--- src/rtl/tt_scanner.sv ---
// Truth-table scanner: walks a 4-input vector through 0..15, samples y_in per vector,
// and optionally compares the captured table against EXPECTED (define TT_SCANNER_COMPARE_EN).
module tt_scanner #(
    parameter int unsigned SETTLE_CYCLES = 2,
    parameter logic [15:0] EXPECTED      = 16'h00BF
) (
    input  logic        clk,
    input  logic        rst,
    input  logic        start,
    output logic        a,
    output logic        b,
    output logic        c,
    output logic        d,
    input  logic        y_in,
    output logic        busy,
    output logic        done,
    output logic [15:0] table_out,
    output logic        mismatch,
    output logic [3:0]  fail_idx
);
    typedef enum logic [1:0] {IDLE, SETTLE, SAMPLE, DONE} state_t;

    localparam logic [3:0] LAST_CNT = 4'(SETTLE_CYCLES - 1);

    state_t      state_reg;
    logic [3:0]  idx_reg;
    logic [3:0]  cnt_reg;
    logic [15:0] table_reg;
    logic        busy_reg;
    logic        done_reg;
    logic [15:0] table_next;

    // Table as it will look once the current vector's response is merged in.
    for (genvar gi = 0; gi < 16; gi++) begin : g_merge
        assign table_next[gi] = (idx_reg == 4'(gi)) ? y_in : table_reg[gi];
    end

    always_ff @(posedge clk or posedge rst) begin
        if (rst) begin
            state_reg <= IDLE;
            idx_reg   <= 4'd0;
            cnt_reg   <= 4'd0;
            table_reg <= 16'd0;
            busy_reg  <= 1'b0;
            done_reg  <= 1'b0;
        end else begin
            done_reg <= 1'b0;
            case (state_reg)
                IDLE: begin
                    if (start) begin
                        state_reg <= SETTLE;
                        idx_reg   <= 4'd0;
                        cnt_reg   <= 4'd0;
                        table_reg <= 16'd0;
                        busy_reg  <= 1'b1;
                    end
                end
                SETTLE: begin
                    if (cnt_reg == LAST_CNT) begin
                        state_reg <= SAMPLE;
                    end else begin
                        cnt_reg <= cnt_reg + 4'd1;
                    end
                end
                SAMPLE: begin
                    table_reg <= table_next;
                    if (idx_reg == 4'd15) begin
                        // idx stays at 15 so the last vector remains applied while idle.
                        state_reg <= DONE;
                        busy_reg  <= 1'b0;
                        done_reg  <= 1'b1;
                    end else begin
                        idx_reg   <= idx_reg + 4'd1;
                        cnt_reg   <= 4'd0;
                        state_reg <= SETTLE;
                    end
                end
                DONE: begin
                    state_reg <= IDLE;
                end
                default: begin
                    state_reg <= IDLE;
                end
            endcase
        end
    end

    assign {a, b, c, d} = idx_reg;
    assign busy         = busy_reg;
    assign done         = done_reg;
    assign table_out    = table_reg;

`ifdef TT_SCANNER_COMPARE_EN
    logic       mismatch_reg;
    logic [3:0] fail_idx_reg;
    logic [15:0] diff;

    function automatic logic [3:0] lowest_set(input logic [15:0] v);
        lowest_set = 4'd0;
        for (int i = 15; i >= 0; i--) begin
            if (v[i]) lowest_set = 4'(i);
        end
    endfunction

    assign diff = table_next ^ EXPECTED;

    // Evaluated on the final sample so the result is valid alongside done.
    always_ff @(posedge clk or posedge rst) begin
        if (rst) begin
            mismatch_reg <= 1'b0;
            fail_idx_reg <= 4'd0;
        end else if (state_reg == IDLE && start) begin
            mismatch_reg <= 1'b0;
            fail_idx_reg <= 4'd0;
        end else if (state_reg == SAMPLE && idx_reg == 4'd15) begin
            mismatch_reg <= |diff;
            fail_idx_reg <= lowest_set(diff);
        end
    end

    assign mismatch = mismatch_reg;
    assign fail_idx = fail_idx_reg;
`else
    logic unused_expected;
    assign unused_expected = ^EXPECTED;
    assign mismatch        = 1'b0;
    assign fail_idx        = 4'd0;
`endif

endmodule

--- config.mk ---
export PLATFORM = sky130hd
export DESIGN_NAME = tt_scanner
export DESIGN_NICKNAME = d
export VERILOG_FILES = /design/src/rtl/tt_scanner.sv
export SDC_FILE = /design/constraint.sdc
export NUM_CORES = 1
export LEC_CHECK = 0
export BUFFER_PORTS_ARGS = -buffer_cell sky130_fd_sc_hd__buf_4
export CORE_MARGIN = 3
export CORE_UTILIZATION = 30
export DETAILED_ROUTE_END_ITERATION = 12
export HOLD_SLACK_MARGIN = 0.12
export SLEW_MARGIN = 20
export SYNTH_ARGS = -nofsm -noshare
export SYNTH_HDL_FRONTEND = slang
export SYNTH_SLANG_ARGS = --single-unit
--- constraint.sdc ---
create_clock -name clk -period 2 [get_ports clk]
set_input_delay 0.1 -clock clk [delete_from_list [all_inputs] [get_ports clk]]
set_output_delay 0.1 -clock clk [all_outputs]
set_load 0.02 [all_outputs]
== After elaboration in Yosys (flattened, before gate mapping) ==
Cells that the tools add are included.

* Register bits: 28
* Bits of input ports: 4
* Output and inout bits: 27
* Word-level logic and storage cells: 118

* $add $sub $neg: 2
* Equality and inequality tests: 39
* Muxes and demuxes: 33
* Reduce and logical (&&, ||, !) cells: 23

{| class="wikitable"
|+ Operators by type and width
! cell !! number
|-
| 3-bit AND reduction || 17
|-
| 2-bit != test (second input constant) || 20
|-
| 4-bit == test (second input constant) || 8
|-
| 16-bit case mux with 2 select lines || 1
|-
| 1-bit two-way mux || 20
|-
| 4-bit by 3-bit == test with 1-bit output (second input constant) || 4
|-
| 16-bit two-way mux || 1
|-
| 4-bit two-way mux || 4
|-
| 4-bit case mux with 3 select lines || 1
|-
| 4-bit by 1-bit adder with 4-bit output (second input constant) || 2
|-
| 4-bit by 1-bit == test with 1-bit output (second input constant) || 2
|-
| 4-bit by 2-bit == test with 1-bit output (second input constant) || 2
|-
| 2-bit case mux with 4 select lines || 1
|-
| 4-bit case mux with 2 select lines || 1
|-
| 2-bit two-way mux || 3
|-
| 2-bit == test (second input constant) || 2
|-
| 4-bit zero test || 1
|-
| 4-bit AND reduction || 1
|-
| 3-bit nonzero test || 1
|-
| 2-bit by 1-bit == test with 1-bit output (second input constant) || 1
|-
| 2-bit zero test || 1
|-
| 1-bit case mux with 2 select lines || 1
|-
| 2-bit AND reduction || 1
|-
| 2-bit nonzero test || 1
|}

== Depth between registers and ports, before layout ==
Gate-level depths: netlist of run 1.

* Depth in word-level cells: 3
* Depth in mapped cells: 6
* Depth with buffers taken out: 5

== Worst setup path before layout of run 1 ==
OpenSTA, ideal clock, no wires.

* Path type: register to register
* Start point: register idx_reg[0]
* End point: register table_reg[15], in the netlist table_out[15]
* Library setup time: 121 ps
* Data arrival time: 1600 ps
* Data required time: 1879 ps
* Slack: 279 ps
* Cell stages (with the launch flop): 6
* Buffers on the path: 1
* Period minus slack after synthesis: 1721 ps
* Cell sequence: dfrtp_1 > ha_1 > and4_1 > buf_2 > mux2_4 > a22o_1

* Cells in the longest elaborated chain, start to end: 3

{| class="wikitable"
|+ RTL lines
! item !! line !! text
|-
| from (decl) || 26 || <nowiki>logic [3:0] idx_reg;</nowiki>
|-
| from (signal assigned) || 73 || <nowiki>idx_reg <= idx_reg + 4'd1;</nowiki>
|-
| 4-bit == test || 35 || <nowiki>assign table_next[gi] = (idx_reg == 4'(gi)) ? y_in : table_reg[gi];</nowiki>
|-
| 2-bit != test (no source line) || -- ||
|-
| 3-bit AND reduction (no source line) || -- ||
|-
| to (signal assigned) || 66 || <nowiki>table_reg <= table_next;</nowiki>
|-
| to (decl) || 28 || <nowiki>logic [15:0] table_reg;</nowiki>
|}

Every way passes these cells.
A chain may end at the register's enable or synchronous reset.

== Worst setup path in the final report of run 1 ==
* Start point: register idx_reg[1]
* End point: register table_reg[15], in the netlist table_out[15]

Same word-level chain as after synthesis.

==> qor.yml, run 1 <==
drc: 0
cpPeakStageDelay_ps: 460
fmax_mhz: 602
gp_congestion: 0.762
cts_buffers: 3
avgSynthCellArea_um2: 10.1
cts_tree: "done"
p_leak_uw: 0.000967
tightest_slew_ps: 695
ys.flop_type: "dfrtp_1"
cp-end-kind: "flop"
drive_above_1_share_pct: 32.8
viasPerCell: 4.81
cts_root_buffer: "clkbuf_8"
via_count: 1247
seqCellArea_um2: 701
crit_fanout: 7
first_pass_iters: 4
holdPathStages: 3
chipHeight_um: 80.6
rsz0062_at_grt: "false"
cts_resized: 0
final_hold_viol_count: 0
grt_overflow: 0
crit_slowest_cell: "dfrtp_1"
clk_pin_slew_ps: 90
hpwl_um: 2550
grtUsageMet3_pct: 2.24
use_met2_pct: 17.5
grt_max_degree: 29
die_w_um: 80.6
crit_buf_inv: 0
areaGrowthSynthToFinish_pct: 18.4
worstSetupPathType: "reg -> reg"
crit_chain: "ha_1 > and4_1 > mux2_4 > a22o_1"
largest_register_ff_count: 16
final_cell_mix: "buf_4, dfrtp_1, a21oi_1, and3_1"
track_usage_pct: 12.7
peakVddDrop_mv: 0.341
dieArea_um2: 6500
htree_levels: 1
start_util_pct: 31.9
cts_sinks: 28
drt_iter0_markers: 87
setup_tns_ps: 0
slew_viol_final: 0
cp.required_ps: 2170
busiest_layer: "met1"
power.density_nw_per_um2: 1170
core_area_um2: 5240
maxCapViolCount: 0
ys_seq_area_share_pct: 41.9
final_common_cell: "buf_4"
grt_pass1_wl_um: 6250
finalCriticalPeriod_ps: 1660
cpLargestDelayFamily: "flip-flops"
ys_ff_latch: 28
antenna_found_initial: 0
fin_crit_sh_pct: 83.0
ant_nets: 0
synth-edff-count: 0
start_kind: "flop"
cp_data_arrival_time_ps: 1830
cp.depth: 4
worstSkewPairLatency_ps: 280
multi_input_area_um2: 847
ioPinCount: 31
std_cell_rows: 26
async_reset_ff_share_pct: 100
port_buffers: 25
setup_viol: 0
ys_warn_count: 0
fill_cells: 543
syn_area_um2: 1670
relSlewSlack_pct: 53.6
status: "finished clean"
grtUsageMet1_pct: 19.3
fin_skew_ps: 12.4
synth_cell_types: 41
layout.nets: 200
syn_inst: 166
fin_area_um2: 1980
avgRoutedWirePerCell_um: 14.3
antennaDiodeCount: 0
reg2regPathDepth: 4
grt_pass1_vias: 1199
cts_max_path_buffers: 2
post_dp_cell_area_um2: 1900
wl_um: 3710
hp-class: "in -> reg"
[worst min-delay path: stages]
cell and delay [ps]:
buf_4 100, o21bai_1 70, a22o_1 170
[final timing paths]
check / start / to / slack, ps
max: idx_reg[1]$_DFFE_PP0P_ / table_out[15]$_DFFE_PP0P_ / 340
min: start / table_out[15]$_DFFE_PP0P_ / 200
max reg2reg: idx_reg[1]$_DFFE_PP0P_ / table_out[15]$_DFFE_PP0P_ / 340
min reg2reg: busy$_DFFE_PP0P_ / busy$_DFFE_PP0P_ / 500
max in group asynchronous: rst / state_reg[1]$_DFFE_PP0P_ / 1280
min in group asynchronous: rst / table_out[9]$_DFFE_PP0P_ / 430
[cell usage after synthesis, drive strengths merged, types with 2 or more instances]
cell type | number | share of area [%]
a211oi | 2 | 0.90
a21oi | 16 | 4.8
a31oi | 2 | 0.75
and3 | 12 | 4.5
and3b | 2 | 1.0
buf | 16 | 6.3
dfrtp | 28 | 42
ha | 6 | 4.5
inv | 8 | 1.8
mux2i | 4 | 2.4
nand2 | 19 | 5.8
nand3 | 8 | 2.7
nand4 | 2 | 0.75
nor2b | 5 | 1.9
nor3b | 3 | 1.6
o21ai | 2 | 0.60
o21bai | 2 | 1.1
o22ai | 13 | 8.6
or3b | 2 | 1.2
[final cells by class]
cell class | count | area share [%]
well taps | 70 | 4.42
clock inverters | 1 | 1.52
multi-input cells | 117 | 42.8
flip-flops and latches | 28 | 35.4
clock buffers | 3 | 2.09
repair buffers | 32 | 12.3
inverters | 8 | 1.52
[stage by stage]
stage               util (%)  hold WS [ps]  cells  worst slack, ps  power [uW]
finish                  37.8           200    259              339        2310
global route            37.8           206    259              246        2500
CTS                     37.8           189    259              341        2340
floorplan                  -           165    170              279        1600
detailed placement      36.2           206    254              345        1870
global placement        36.2           198    254              373        1860
[metal layers]
metal	part of all wire [%]	wire [um]	up-vias
li1	-	-	630
met1	51	1890	581
met2	42	1550	32
met3	5.7	211	4
met4	1.6	60	0
met5	0	0	-
[what timing repair did]
item / CTS / global route
endpoints found under the hold margin: 28 / 0
hold buffers: 1 / 0
setup buffers: 0 / 0
[report_power, final]
part	switching, uW	total, uW	internal, uW
sequential	153	845	692
combinational	596	1010	413
clock	188	456	268
total	937	2310	1370
[cells by family after synthesis]
group                    Yosys count  synth area share (%)
multiplexers                       5                  3.29
AO/OA/AOI/OAI                     44                  20.7
flip-flops                        28                  41.9
other                              1                 0.224
adder cells (fa/ha/maj)            6                  4.49
AND/OR/NAND/NOR                   57                  21.0
buffers and inverters             25                  8.31
(Power assumes the default switching activity.)
==> run 2: changes to the inputs <==
--- a/config.mk
+++ b/config.mk
@@ -5,6 +5,7 @@
 export SDC_FILE = /design/constraint.sdc
 export NUM_CORES = 1
 export LEC_CHECK = 0
+export ABC_AREA = 1
 export BUFFER_PORTS_ARGS = -buffer_cell sky130_fd_sc_hd__buf_4
 export CORE_MARGIN = 3
 export CORE_UTILIZATION = 30
==> constraint.sdc (replaced) <==
create_clock -name clk -period 1.43 [get_ports clk]
set_input_delay 0.0715 -clock clk [delete_from_list [all_inputs] [get_ports clk]]
set_output_delay 0.0715 -clock clk [all_outputs]
set_load 0.02 [all_outputs]
==> run 2 against run 1 <==
Net effect: routed wire length is 8.7% lower; synthesized area down 7.8%; highest routed layer unchanged; hold slack better by 55 ps; count of clock-buffer cells in the layout unchanged; sequential share of layout area increased by 1.3 points.
==> qor.yml, run 2 <==
status: "finished clean"
preCtsSetupSlack_ps: 82.3  # -263 ps
synth-edff-count: 0  # unchanged
grt_pass1_wl_um: 6210  # -0.66%
ys_seq_area_share_pct: 45.5  # +3.5 points
ant_nets: 0  # unchanged
cts_sinks: 28  # unchanged
crit_chain: "inv_1 > nor2_2 > buf_4 > o21ai_0 > nor2_1 > nand2_1 > nand2_1"
antenna_found_initial: 0  # unchanged
viasPerCell: 4.45  # -7.6%
layout.nets: 250  # +25%
hpwl_um: 2440  # -4.3%
synth_largest_area_cell: "dfrtp_1"
power.density_nw_per_um2: 903  # -23%
final_cell_mix: "nand2_1, nand3_1, buf_4, dfrtp_1, inv_1"
drt_iter0_markers: 61  # -30%
synth_top_area_share_pct: 45.5  # +3.5 points
die_w_um: 77.7  # -3.7%
cp.required_ps: 1650  # -520 ps
r2r_setup_slack_ps: 100  # -240 ps
reg2regPathDepth: 7  # +3
crit_path_frequent_cell: "nand2_1"
cp.depth: 7  # +3
areaGrowthSynthToFinish_pct: 23.9
ys.flop_type: "dfrtp_1"
chipHeight_um: 77.7  # -3.7%
grt_max_degree: 32  # +10%
clk_pin_slew_ps: 100  # about the same
synth.most_common_cell: "nand2_1"
seqCellArea_um2: 701  # unchanged
rsz0062_at_grt: "true"
fill_cells: 516  # -5.0%
drive_above_1_share_pct: 18.8  # -14 points
final_hold_viol_count: 0  # unchanged
rr_startpoint: "state_reg[1]$_DFFE_PP0P_"
htree_levels: 1  # unchanged
ys_warn_count: 0  # unchanged
grt_overflow: 0  # unchanged
largest_register_ff_count: 16  # unchanged
setup_tns_ps: 0  # unchanged
worstSkewPairLatency_ps: 280  # about the same
fmax_mhz: 750  # +25%
via_count: 1361  # +9.1%
start_util_pct: 31.8  # -0.12 points
final_common_cell: "nand2_1"
start_kind: "flop"
cpPeakStageDelay_ps: 390  # -70 ps
std_cell_rows: 25  # -3.8%
crit_buf_inv: 2  # +2
grt_pass1_vias: 1380  # +15%
cts_root_buffer: "clkbuf_8"
fin_skew_ps: 6.35  # -6.05 ps
drc: 0  # unchanged
crit_fanout: 10  # +3
cts_tree: "done"
track_usage_pct: 12.7  # -0.018 points
ioPinCount: 31  # unchanged
ys_top_cells_by_count: "nand2_1, nand3_1, dfrtp_1"
port_buffers: 25  # unchanged
syn_inst: 208  # +25%
core_area_um2: 4850  # -7.4%
cpLargestDelayFamily: "simple AND/OR/NAND/NOR gates"
wl_um: 3390  # -8.7%
holdPathStages: 5  # +2
r2r-end: "idx_reg[3]$_DFFE_PP0P_"
slew_viol_final: 0  # unchanged
crit_slowest_cell: "dfrtp_1"
worstSetupPathType: "reg -> reg"
avgRoutedWirePerCell_um: 11.1  # -23%
p_leak_uw: 0.00106  # +10%
synth_cell_types: 18  # -56%
multi_input_area_um2: 737  # -13%
finalCriticalPeriod_ps: 1330  # -328 ps
cp_data_arrival_time_ps: 1550  # -280 ps
first_pass_iters: 4  # unchanged
ys_top_cells_by_area: "dfrtp_1, nand2_1, nand3_1"
cp-end-kind: "flop"
hp-class: "in -> reg"
dieArea_um2: 6030  # -7.2%
async_reset_ff_share_pct: 100  # unchanged
maxCapViolCount: 0  # unchanged
avgSynthCellArea_um2: 7.41  # -26%
peakVddDrop_mv: 0.334  # -1.8%
cts_max_path_buffers: 2  # unchanged
fin_ws_ps: 97.5  # -242 ps
cts_buffers: 3  # unchanged
syn_area_um2: 1540  # -7.8%
fin_crit_sh_pct: 93.2  # +10 points
ys_ff_latch: 28  # unchanged
endpoint: "idx_reg[3]$_DFFE_PP0P_"
crit_start: "state_reg[1]$_DFFE_PP0P_"
gp_congestion: 0.799  # +4.9%
antennaDiodeCount: 0  # unchanged
setup_viol: 0  # unchanged
run 2: cell families after synthesis:
| logic type | Yosys count | synth area share (%) |
|---|---|---|
| AND/OR/NAND/NOR | 136 | 37.5 |
| buffers and inverters | 27 | 8.52 |
| adder cells (fa/ha/maj) | 6 | 4.87 |
| flip-flops | 28 | 45.5 |
| AO/OA/AOI/OAI | 10 | 3.41 |
| other | 1 | 0.243 |
run 2: worst min-delay path by stage:
stage	startpoint	end	slack (ps)
global placement	rst	table_out[12]$_DFFE_PP0P_	170
finish	start	cnt_reg[2]$_DFFE_PP0P_	250
CTS	start	state_reg[0]$_DFFE_PP0P_	250
detailed placement	rst	table_out[15]$_DFFE_PP0P_	170
floorplan	rst	busy$_DFFE_PP0P_	140
global route	start	idx_reg[3]$_DFFE_PP0P_	300
run 2: power breakdown:
group	leakage, uW	switching, uW	internal, uW
clock	0.0000357	260	375
sequential	0.000361	25.1	821
combinational	0.000668	154	90.3
run 2: final cells by class:
cell class	instances	share of cell area [%]
clock buffers	3	2.16
clock inverters	1	1.57
inverters	17	3.41
multi-input cells	157	38.6
flip-flops and latches	28	36.7
well taps	67	4.39
repair buffers	33	13.2
run 2: timing repair:
item | in CTS | in global routing
hold endpoints to repair | 29 | 0
endpoints found under the setup margin | 0 | 12
gates resized for setup | 0 | 4
buffers inserted | 0 | 3
hold buffers | 2 | 0
run 2: worst reg2reg max path, stage by stage, from the launching register on:
cell and delay (ps):
dfrtp_1 390, inv_1 100, nor2_2 230, buf_4 220, o21ai_0 90, nor2_1 120
nand2_1 60, nand2_1 60
run 2: through the flow:
step	area, um^2	power (uW)	hold WS [ps]	std cells	util [%]
6_report	1910	1730	255	306	39.4
5_1_grt	1910	1820	304	306	39.4
4_1_cts	1870	1740	246	303	38.7
3_5_place_dp	1780	1090	173	297	36.8
3_3_place_gp	1780	1090	173	297	36.8
2_1_floorplan	1560	1020	137	212	-
run 2: layer usage:
layer	track usage, %	wire, um	up-vias
li1	-	-	705
met1	17.6	1660	616
met2	20.1	1520	35
met3	1.97	163	5
met4	4.27	44	0
met5	0	0	-
==> run 3: changes to the inputs <==
--- a/config.mk
+++ b/config.mk
@@ -8,9 +8,10 @@
 export ABC_AREA = 1
 export BUFFER_PORTS_ARGS = -buffer_cell sky130_fd_sc_hd__buf_4
 export CORE_MARGIN = 3
-export CORE_UTILIZATION = 30
+export CORE_UTILIZATION = 49
 export DETAILED_ROUTE_END_ITERATION = 12
 export HOLD_SLACK_MARGIN = 0.12
+export PLACE_DENSITY_LB_ADDON = 0.2
 export SLEW_MARGIN = 20
 export SYNTH_ARGS = -nofsm -noshare
 export SYNTH_HDL_FRONTEND = slang
==> run 3 against run 2 <==
Net effect: setup slack better by 66 ps; sequential power about the same; hold slack worse by 87 ps; maximum frequency up 5.2%; combinational power about the same; clock skew up 5.3 ps; global-route usage up 6.0 points; utilization up 25 points; routed wire length down 4.4%; largest cell class unchanged; largest power group unchanged.
==> qor.yml, run 3 (synthesized netlist as in run 2, its figures left out) <==
port_buffers: 25  # unchanged
cts_tree: "done"
finalCriticalPeriod_ps: 1270  # -66.2 ps
hp-class: "in -> reg"
die_w_um: 62.1  # -20%
cts_max_path_buffers: 2  # unchanged
grtUsageMet1_pct: 27.3  # +9.7 points
worstSetupPathType: "reg -> reg"
instances_no_fill: 279  # -8.8%
worstSkewPairLatency_ps: 350  # +70 ps
peakVddDrop_mv: 0.783  # +130%
grt_pass1_vias: 1206  # -13%
htree_levels: 1  # unchanged
grtUsageMet3_pct: 4.75  # +2.8 points
first_pass_iters: 4  # unchanged
p_int_uw: 1070  # -17%
fin_ws_ps: 164  # +66.2 ps
fill_cells: 252  # -51%
cp_data_arrival_time_ps: 1560  # about the same
ant_nets: 0  # unchanged
antennaDiodeCount: 0  # unchanged
std_cell_rows: 19  # -24%
setup_viol: 0  # unchanged
avgRoutedWirePerCell_um: 11.6  # +4.9%
via_count: 1357  # -0.29%
power.density_nw_per_um2: 812  # -10%
wl_um: 3240  # -4.4%
areaGrowthSynthToFinish_pct: 20.4
grt_overflow: 0  # unchanged
preCtsSetupSlack_ps: 68.7  # -13.6 ps
hpwl_um: 2270  # -6.8%
cp.required_ps: 1730  # +80 ps
seqCellArea_um2: 703  # +0.36%
layout.nets: 248  # -0.80%
pwr-share-seq_pct: 56.4  # +7.4 points
fin_crit_sh_pct: 88.6  # -4.6 points
grt_max_degree: 32  # unchanged
start_util_pct: 53.6  # +22 points
fmax_mhz: 790  # +5.2%
largest_register_ff_count: 16  # unchanged
fin_area_um2: 1860  # -2.9%
track_usage_pct: 18.7  # +6.0 points
ioPinCount: 31  # unchanged
rsz0062_at_grt: "false"
pwr-share-clk_pct: 27.5  # -9.3 points
p_leak_uw: 0.00104  # -1.9%
crit_fanout: 8  # -2
drt_iter0_markers: 56  # -8.2%
gp_congestion: 0.825  # +3.3%
clk_pin_slew_ps: 160  # +60 ps
chipHeight_um: 62.1  # -20%
final_common_cell: "nand2_1"
slew_viol_final: 0  # unchanged
fin_hold_ws_ps: 168  # -86.6 ps
cts_root_buffer: "clkbuf_4"
status: "finished clean"
start_kind: "flop"
post_dp_cell_area_um2: 1760  # -1.1%
drive_above_1_share_pct: 19.4  # +0.58 points
final_hold_viol_count: 0  # unchanged
multi_input_area_um2: 749  # +1.7%
drc: 0  # unchanged
setup_tns_ps: 0  # unchanged
power_switching_uw: 437  # -0.66%
dp.cells: 272  # -8.4%
maxCapViolCount: 0  # unchanged
cts_sinks: 28  # unchanged
core_area_um2: 2880  # -41%
busiest_layer: "met1"
viasPerCell: 4.86  # +9.4%
switching_share_pct: 29.0  # +3.5 points
use_met2_pct: 26.9  # +6.8 points
final_cell_mix: "nand2_1, nand3_1, buf_4, dfrtp_1, inv_1"
cts_buffers: 3  # unchanged
antenna_found_initial: 0  # unchanged
grt_pass1_wl_um: 5290  # -15%
fin_skew_ps: 11.7  # +5.33 ps
pwr-share-comb_pct: 16.1  # +1.9 points
dieArea_um2: 3860  # -36%
cp-end-kind: "flop"
==> run 3: metrics by stage <==
stage / util [%] / total power, uW
3_5_place_dp: 61.3 / 1100
6_report: 64.5 / 1510
4_1_cts: 63.3 / 1510
2_1_floorplan: - / 1020
5_1_grt: 64.5 / 1570
3_3_place_gp: 61.3 / 1090
==> run 3: layout make-up <==
| type | instances | area share [%] |
|---|---|---|
| timing repair buffer | 31 | 13.5 |
| clock buffer | 4 | 1.96 |
| sequential | 28 | 37.9 |
| tap | 42 | 2.83 |
| inverter | 17 | 3.44 |
| multi-input combinational | 157 | 40.4 |
==> run 3: what timing repair did <==
action | in CTS | in global routing
resized for setup | 0 | 7
hold buffers | 2 | 0
endpoints found under the hold margin | 29 | 0
buffers inserted | 0 | 1
endpoints found under the setup margin | 0 | 12
==> run 3: metal layers <==
layer	share of wire, %	routed length (um)	vias up
met3	6.9	224	4
met5	0	0	-
li1	-	-	700
met1	48	1560	613
met4	1.5	48	0
met2	44	1410	40
==> run 3: critical path, stage by stage (launching register included) <==
cell and delay [ps]:
dfrtp_1 450, inv_2 130, nand2_1 160, nor2_4 210, nor2_4 60, nand2_2 90, nand2_1 50, nand2_1 60
==> run 3: worst paths after layout <==
check / from / to / slack, ps / cells after the start
max in group asynchronous: rst / idx_reg[1]$_DFFE_PP0P_ / 820 / 4
worst max register to register: state_reg[0]$_DFFE_PP0P_ / cnt_reg[2]$_DFFE_PP0P_ / 160 / 7
worst min-delay path: start / state_reg[1]$_DFFE_PP0P_ / 170 / 4
worst max-delay path: state_reg[0]$_DFFE_PP0P_ / cnt_reg[2]$_DFFE_PP0P_ / 160 / 7
min in group asynchronous: rst / done$_DFF_PP0_ / 310 / 4
worst min register to register: busy$_DFFE_PP0P_ / busy$_DFFE_PP0P_ / 510 / 2
==> run 3: power groups by stage <==
| stage | clock [uW] | combinational (uW) | sequential, uW |
|---|---|---|---|
| 6_report | 415 | 243 | 849 |
| 5_1_grt | 443 | 274 | 854 |
| 3_3_place_gp | 0 | 232 | 861 |
| 2_1_floorplan | 0 | 132 | 890 |
| 3_5_place_dp | 0 | 235 | 861 |
| 4_1_cts | 419 | 240 | 847 |
